### src/rtl/sb_param_corner.sv
// sb_param_corner: parameterised switch-box corner joining a bottom (chany)
// and a left (chanx) channel. A serial configuration chain holds one field
// per outgoing track, {en, sel}, choosing which incoming track of the other
// side drives it. A small FSM counts shifted bits and only enables routing
// after a load with exactly CFG_BITS bits.
// Optional feature: define SB_OUT_REG_EN to register all track outputs.
module sb_param_corner #(
  parameter int CHAN_W = 4
) (
  input  logic              clk,
  input  logic              reset,
  input  logic              cfg_en,
  input  logic              cfg_head,
  output logic              cfg_tail,
  output logic              cfg_done,
  output logic              cfg_err,
  input  logic [0:CHAN_W-1] chany_bottom_in,
  input  logic [0:CHAN_W-1] chanx_left_in,
  output logic [0:CHAN_W-1] chany_bottom_out,
  output logic [0:CHAN_W-1] chanx_left_out
);

  localparam int SEL_W    = $clog2(CHAN_W);
  localparam int FLD_W    = SEL_W + 1;
  localparam int CFG_BITS = 2 * CHAN_W * FLD_W;
  // Counter must reach CFG_BITS+1 so an over-long load is distinguishable.
  localparam int CNT_W    = $clog2(CFG_BITS + 2);

  localparam logic [CNT_W-1:0] CNT_FULL = CNT_W'(CFG_BITS);
  localparam logic [CNT_W-1:0] CNT_SAT  = CNT_W'(CFG_BITS + 1);

  // Power-up routing: left outputs take bottom track j-1, bottom outputs
  // take left track j+1, all enabled.
  function automatic logic [CFG_BITS-1:0] default_cfg();
    logic [CFG_BITS-1:0] v;
    v = '0;
    for (int j = 0; j < CHAN_W; j++) begin
      v[j*FLD_W +: FLD_W]          = {1'b1, SEL_W'((j + CHAN_W - 1) % CHAN_W)};
      v[(CHAN_W+j)*FLD_W +: FLD_W] = {1'b1, SEL_W'((j + 1) % CHAN_W)};
    end
    return v;
  endfunction

  localparam logic [CFG_BITS-1:0] CFG_DEFAULT = default_cfg();

  typedef enum logic [1:0] {
    ST_ACTIVE,
    ST_LOAD,
    ST_ERROR
  } state_t;

  state_t              state_reg;
  logic [CNT_W-1:0]    cnt_reg;
  logic [CFG_BITS-1:0] cfg_reg;
  logic                done_reg;
  logic                err_reg;

  logic [0:CHAN_W-1]   route_x;
  logic [0:CHAN_W-1]   route_y;

  // Chain shift, bit counter and load-validation FSM with registered flags.
  always_ff @(posedge clk) begin
    if (reset) begin
      state_reg <= ST_ACTIVE;
      cnt_reg   <= '0;
      cfg_reg   <= CFG_DEFAULT;
      done_reg  <= 1'b1;
      err_reg   <= 1'b0;
    end else if (cfg_en) begin
      // The chain never stops at CFG_BITS: surplus bits fall out of cfg_tail.
      cfg_reg   <= {cfg_head, cfg_reg[CFG_BITS-1:1]};
      state_reg <= ST_LOAD;
      done_reg  <= 1'b0;
      err_reg   <= 1'b0;
      if (state_reg != ST_LOAD) begin
        cnt_reg <= CNT_W'(1);
      end else if (cnt_reg != CNT_SAT) begin
        cnt_reg <= cnt_reg + CNT_W'(1);
      end
    end else if (state_reg == ST_LOAD) begin
      if (cnt_reg == CNT_FULL) begin
        state_reg <= ST_ACTIVE;
        done_reg  <= 1'b1;
        err_reg   <= 1'b0;
      end else begin
        state_reg <= ST_ERROR;
        done_reg  <= 1'b0;
        err_reg   <= 1'b1;
      end
    end
  end

  assign cfg_tail = cfg_reg[0];
  assign cfg_done = done_reg;
  assign cfg_err  = err_reg;

  // One multiplexer per outgoing track; routing is forced low outside ACTIVE.
  generate
    for (genvar gi = 0; gi < CHAN_W; gi++) begin : g_track
      logic [FLD_W-1:0] fld_x;
      logic [FLD_W-1:0] fld_y;
      assign fld_x = cfg_reg[gi*FLD_W +: FLD_W];
      assign fld_y = cfg_reg[(CHAN_W+gi)*FLD_W +: FLD_W];
      assign route_x[gi] = (state_reg == ST_ACTIVE) && fld_x[FLD_W-1]
                           && chany_bottom_in[fld_x[SEL_W-1:0]];
      assign route_y[gi] = (state_reg == ST_ACTIVE) && fld_y[FLD_W-1]
                           && chanx_left_in[fld_y[SEL_W-1:0]];
    end
  endgenerate

`ifdef SB_OUT_REG_EN
  logic [0:CHAN_W-1] x_out_reg;
  logic [0:CHAN_W-1] y_out_reg;

  // Registered track outputs: gating is already folded into route_x/route_y.
  always_ff @(posedge clk) begin
    if (reset) begin
      x_out_reg <= '0;
      y_out_reg <= '0;
    end else begin
      x_out_reg <= route_x;
      y_out_reg <= route_y;
    end
  end

  assign chanx_left_out   = x_out_reg;
  assign chany_bottom_out = y_out_reg;
`else
  assign chanx_left_out   = route_x;
  assign chany_bottom_out = route_y;
`endif

endmodule

### config.mk
export PLATFORM = sky130hd
export DESIGN_NAME = sb_param_corner
export DESIGN_NICKNAME = d
export VERILOG_FILES = /design/src/rtl/sb_param_corner.sv
export SDC_FILE = /design/constraint.sdc
export NUM_CORES = 1
export LEC_CHECK = 0
export CORE_ASPECT_RATIO = 2
export CORE_MARGIN = 2
export CORE_UTILIZATION = 45
export DETAILED_ROUTE_END_ITERATION = 16
export PLACE_DENSITY = 0.67
export SYNTH_ARGS = -nofsm -noshare
export SYNTH_HDL_FRONTEND = slang
export SYNTH_SLANG_ARGS = --single-unit
### constraint.sdc
create_clock -name clk -period 2.1 [get_ports clk]
set_clock_uncertainty 0.1 [all_clocks]
set_input_delay 0.21 -clock clk [delete_from_list [all_inputs] [get_ports clk]]
set_output_delay 0.21 -clock clk [all_outputs]
set_load 0.05 [all_outputs]
# Yosys cells after proc, flatten, opt, wreduce, memory -nomap -nowiden
# Cells that the tools add are included.
# totals
register_bits	33
inputBits	12
out_inout_bits	11
wordCells	81
# op_classes
addsub	1
n_lt_le_gt_ge	8
n_eq_ne	4
mux	33
bitwise_logic	8
reduce_logical	21
# ops
op	n
greater-or-equal comparator 3 bit, second input constant	8
NOT 2 -> 3 bit	8
2-to-1 mux 1 bit	22
binary-select mux 1 bit (select 2 bit)	8
logical AND 1 bit	16
2-to-1 mux 5 bit	2
adder 5 x 1 -> 5 bit, second input constant	1
== test 5 bit, second input constant	1
!= test 5 bit, second input constant	1
nonzero test 2 bit	2
== test 2 x 1 -> 1 bit, second input constant	1
logical NOT 2 bit	1
2-to-1 mux 2 bit	1
!= test 2 x 1 -> 1 bit, second input constant	1
AND reduction 2 bit	1
OR reduction 2 bit	1

# Depth between registers and ports, before layout
# logic_depth
depth_word	5
ltp_mapped	5
depth_no_buf	5

# Worst setup path before layout
# OpenSTA, ideal clock, no wires.
# synth_path
path_type	register to output
from	register cfg_reg[0]
to	output port chanx_left_out[0] (netlist name)
arrival_ns	1.551
slack_ns	0.239
stages_incl_launch_ff	3
n_path_buf	0
path_cell_list	dfxtp_1 > mux4_2 > and3_1
# synth_between
elab_chain_cells	5
# synth_rtl
item	line	text
start, declared	54	logic [CFG_BITS-1:0] cfg_reg;
start signal, assigned	71	cfg_reg <= {cfg_head, cfg_reg[CFG_BITS-1:1]};
NOT 2 -> 3 bit (implied by the code)	105	&& chany_bottom_in[fld_x[SEL_W-1:0]];
binary-select mux 1 bit (select 2 bit)	105	
2-to-1 mux 1 bit (implied by the code) (2 in a row)	105	
logical AND 1 bit	105	
end, declared	20	output logic [0:CHAN_W-1] chanx_left_out
# Every way passes these cells. The select of a mux whose other input is x is not followed.

# Worst setup path in the final report
# layout_path
from	register state_reg[0]
to	output port chany_bottom_out[1] (netlist name)
# layout_between
elab_chain_cells	3
# layout_rtl
item	line	text
start, declared	52	state_t state_reg;
start signal, assigned	64	state_reg <= ST_ACTIVE;
start signal, assigned	72	state_reg <= ST_LOAD;
start signal, assigned	82	state_reg <= ST_ACTIVE;
logical NOT 2 bit	106	assign route_y[gi] = (state_reg == ST_ACTIVE) && fld_y[FLD_W-1]
logical AND 1 bit	106	
logical AND 1 bit	107	&& chanx_left_in[fld_y[SEL_W-1:0]];
end, declared	19	output logic [0:CHAN_W-1] chany_bottom_out,
# Every way passes these cells.

==> out/metrics.yaml <==
drc: 0
antenna_cells: 0
internal_power_mw: 1.20
ys_warn_count: 0
seqPwrFrac_pct: 42.6
post_cts_buffers: 0
status: "completed"
totalWireLength_um: 2950
slew_violations: 0
cp_data_arrival_time_ns: 1.58
dpl_cell_area_um2: 1750
cts_max_path_buffers: 2
clockPowerShare_pct: 39.6
reg2reg_depth: 5
endpoint_kind: "output port"
dieArea_um2: 3910
initial_utilization_pct: 46.3
synth_area_um2: 1530
vias: 1162
io_buffers: 22
cts-resized-gates: 0
rsz0062_at_grt: "false"
htree_levels: 2
viasPerCell: 5.81
grt_pass1_wl_um: 5060
drive_above_1_share_pct: 16.7
grt_antenna_before_repair: 0
final-hold-violation-count: 0
layout_commonest_cell: "dfxtp_1"
peakVddDrop_uv: 811
maxCapViolCount: 0
fp-row-count: 30
final_area_um2: 1880
switching_share_pct: 25.3
finalNetCount: 182
hpwl_um: 2010
grt_use_total_pct: 17.4
finalCritPeriodShare_pct: 90.1
cts_tree: "built"
period_needed_ns: 1.89
tns_ns: 0
r2r-end: "cnt_reg[1]$_SDFFE_PP0P_"
worst_pin_slew_ns: 0.558
synth_seq_cells: 32
power.leakage_nw: 0.791
reg2reg_from: "cnt_reg[1]$_SDFFE_PP0P_"
ys_types: 27
p_total_mw: 1.60
ctsHoldBuffers: 0
grt_pass1_vias: 1103
clockRootBuffer: "clkbuf_8"
hp-class: "input pin to flop"
crit_path_start_kind: "flop"
p_per_area_nw_per_um2: 852
hold_depth: 3
wl_per_cell_um: 14.8
seq_area_frac_synth_pct: 41.9
die_y_um: 86.4
r2r_slack_ns: 0.67
worstPathRequired_ns: 1.79
maxSlewHeadroom_pct: 62.7
fp.dieW_um: 45.2
p_switching_mw: 0.405
synth_fp_nets: 159
fmax_ghz: 0.529
place.gp.congestion: 0.765
setup_viol: 0
num_io_pins: 23
critical_path_class: "flop to output port"
path_max_fanout: 8
min_to: "cnt_reg[2]$_SDFFE_PP0P_"
path_clk_slew_ns: 0.07
largest_register_ffs: 24
grt_max_degree: 33
netlist_instances: 144
avgSynthCellArea_um2: 10.6
dr.pass1.iters: 4
comb_power_share_pct: 17.8
area_delta_synth_final_pct: 22.8
ant_nets: 0
cts_buffers: 5
grt-ovfl-total: 0
drtIter0Drc: 30
core_area_um2: 3300
final_cell_mix: "32 x dfxtp_1, 20 x nor2b_1, 16 x a211o_1, 13 x clkdlybuf4s50_1, 10 x nor2_1"
clk_latency_ns: 0.28
clock_sinks: 32
min_from: "cfg_en"
timing.hold.ws_ns: 0.350
power by group through the flow:
stage          sequential, mW  clock, mW  combinational [mW]
2_1_floorplan           0.697          0               0.195
3_3_place_gp            0.695          0               0.283
5_1_grt                 0.688      0.682               0.307
3_5_place_dp            0.696          0               0.286
4_1_cts                 0.683      0.658               0.288
6_report                0.682      0.633               0.285
synth_stat cells:
cell / instances / area [um2]
nor3_1: 1 / 5.00
mux2i_1: 8 / 80.1
nor2_1: 10 / 37.5
nor2b_1: 20 / 125
nand2_1: 1 / 3.75
inv_1: 3 / 11.3
a21oi_1: 6 / 30.0
nand4b_1: 1 / 8.76
clkbuf_1: 4 / 15.0
ha_1: 3 / 37.5
a211o_1: 16 / 140
nand3_1: 2 / 10.0
o31ai_1: 1 / 7.51
a41o_1: 1 / 10.0
buf_2: 2 / 10.0
nand3b_1: 1 / 7.51
and3_1: 8 / 50.1
a31oi_1: 4 / 25.0
nand4b_4: 1 / 23.8
nand2b_1: 1 / 6.26
dfxtp_1: 32 / 641
mux4_2: 8 / 180
nand4_1: 2 / 12.5
or3_1: 3 / 18.8
nor3b_1: 1 / 7.51
buf_4: 2 / 15.0
o21ai_0: 2 / 10.0
cell type report:
class	instances	area [um2]
flip-flops and latches	32	641
repair buffers	24	223
fillers	293	1430
clock inverters	1	30.0
inverters	3	11.3
multi-input cells	101	837
clock buffers	7	96.3
well taps	32	40.0
per-stage QoR:
step	cells	util (%)	setup slack [ns]
final	200	56.9	0.208
after global routing	200	56.9	0.0984
after CTS	200	56.9	0.194
after detailed placement	192	53.0	0.270
after global placement	192	53.0	0.277
after floorplan	144	-	0.239
metal layers:
metal	up-vias	global-route usage [%]	wire, um
li1	582	-	-
met1	556	23.0	1340
met2	22	26.8	1470
met3	2	3.13	119
met4	0	8.02	25
met5	-	0	0
worst max-delay path by stage:
stage,startpoint,cells past startpoint,slack [ns],end
after floorplan,cfg_reg[0]$_SDFFE_PP1P_,2,0.24,chanx_left_out[0]
after global placement,chany_bottom_in[3],4,0.28,chanx_left_out[3]
after detailed placement,chany_bottom_in[0],4,0.27,chanx_left_out[0]
after CTS,state_reg[0]$_SDFFE_PP0P_,3,0.19,chany_bottom_out[1]
after global routing,state_reg[0]$_SDFFE_PP0P_,3,0.1,chany_bottom_out[1]
final,state_reg[0]$_SDFFE_PP0P_,3,0.21,chany_bottom_out[1]
logic make-up (layout without fill, tap and decap cells):
logic type      Yosys count  after routing  synth area share, %
compound gates           30             30                 14.6
fa+ha+maj                 3              3                 2.46
buf+inv                  11             35                 3.35
flops                    32             32                 41.9
mux                      16             16                 17.0
simple gates             52             52                 20.7
worst max-delay path, stage by stage, from the launching register on:
cell,delay [ns]
dfxtp_1,0.37
nor2_1,0.47
and3_1,0.26
buf_4,0.20
Note: power is estimated with default switching activity, not from simulation.
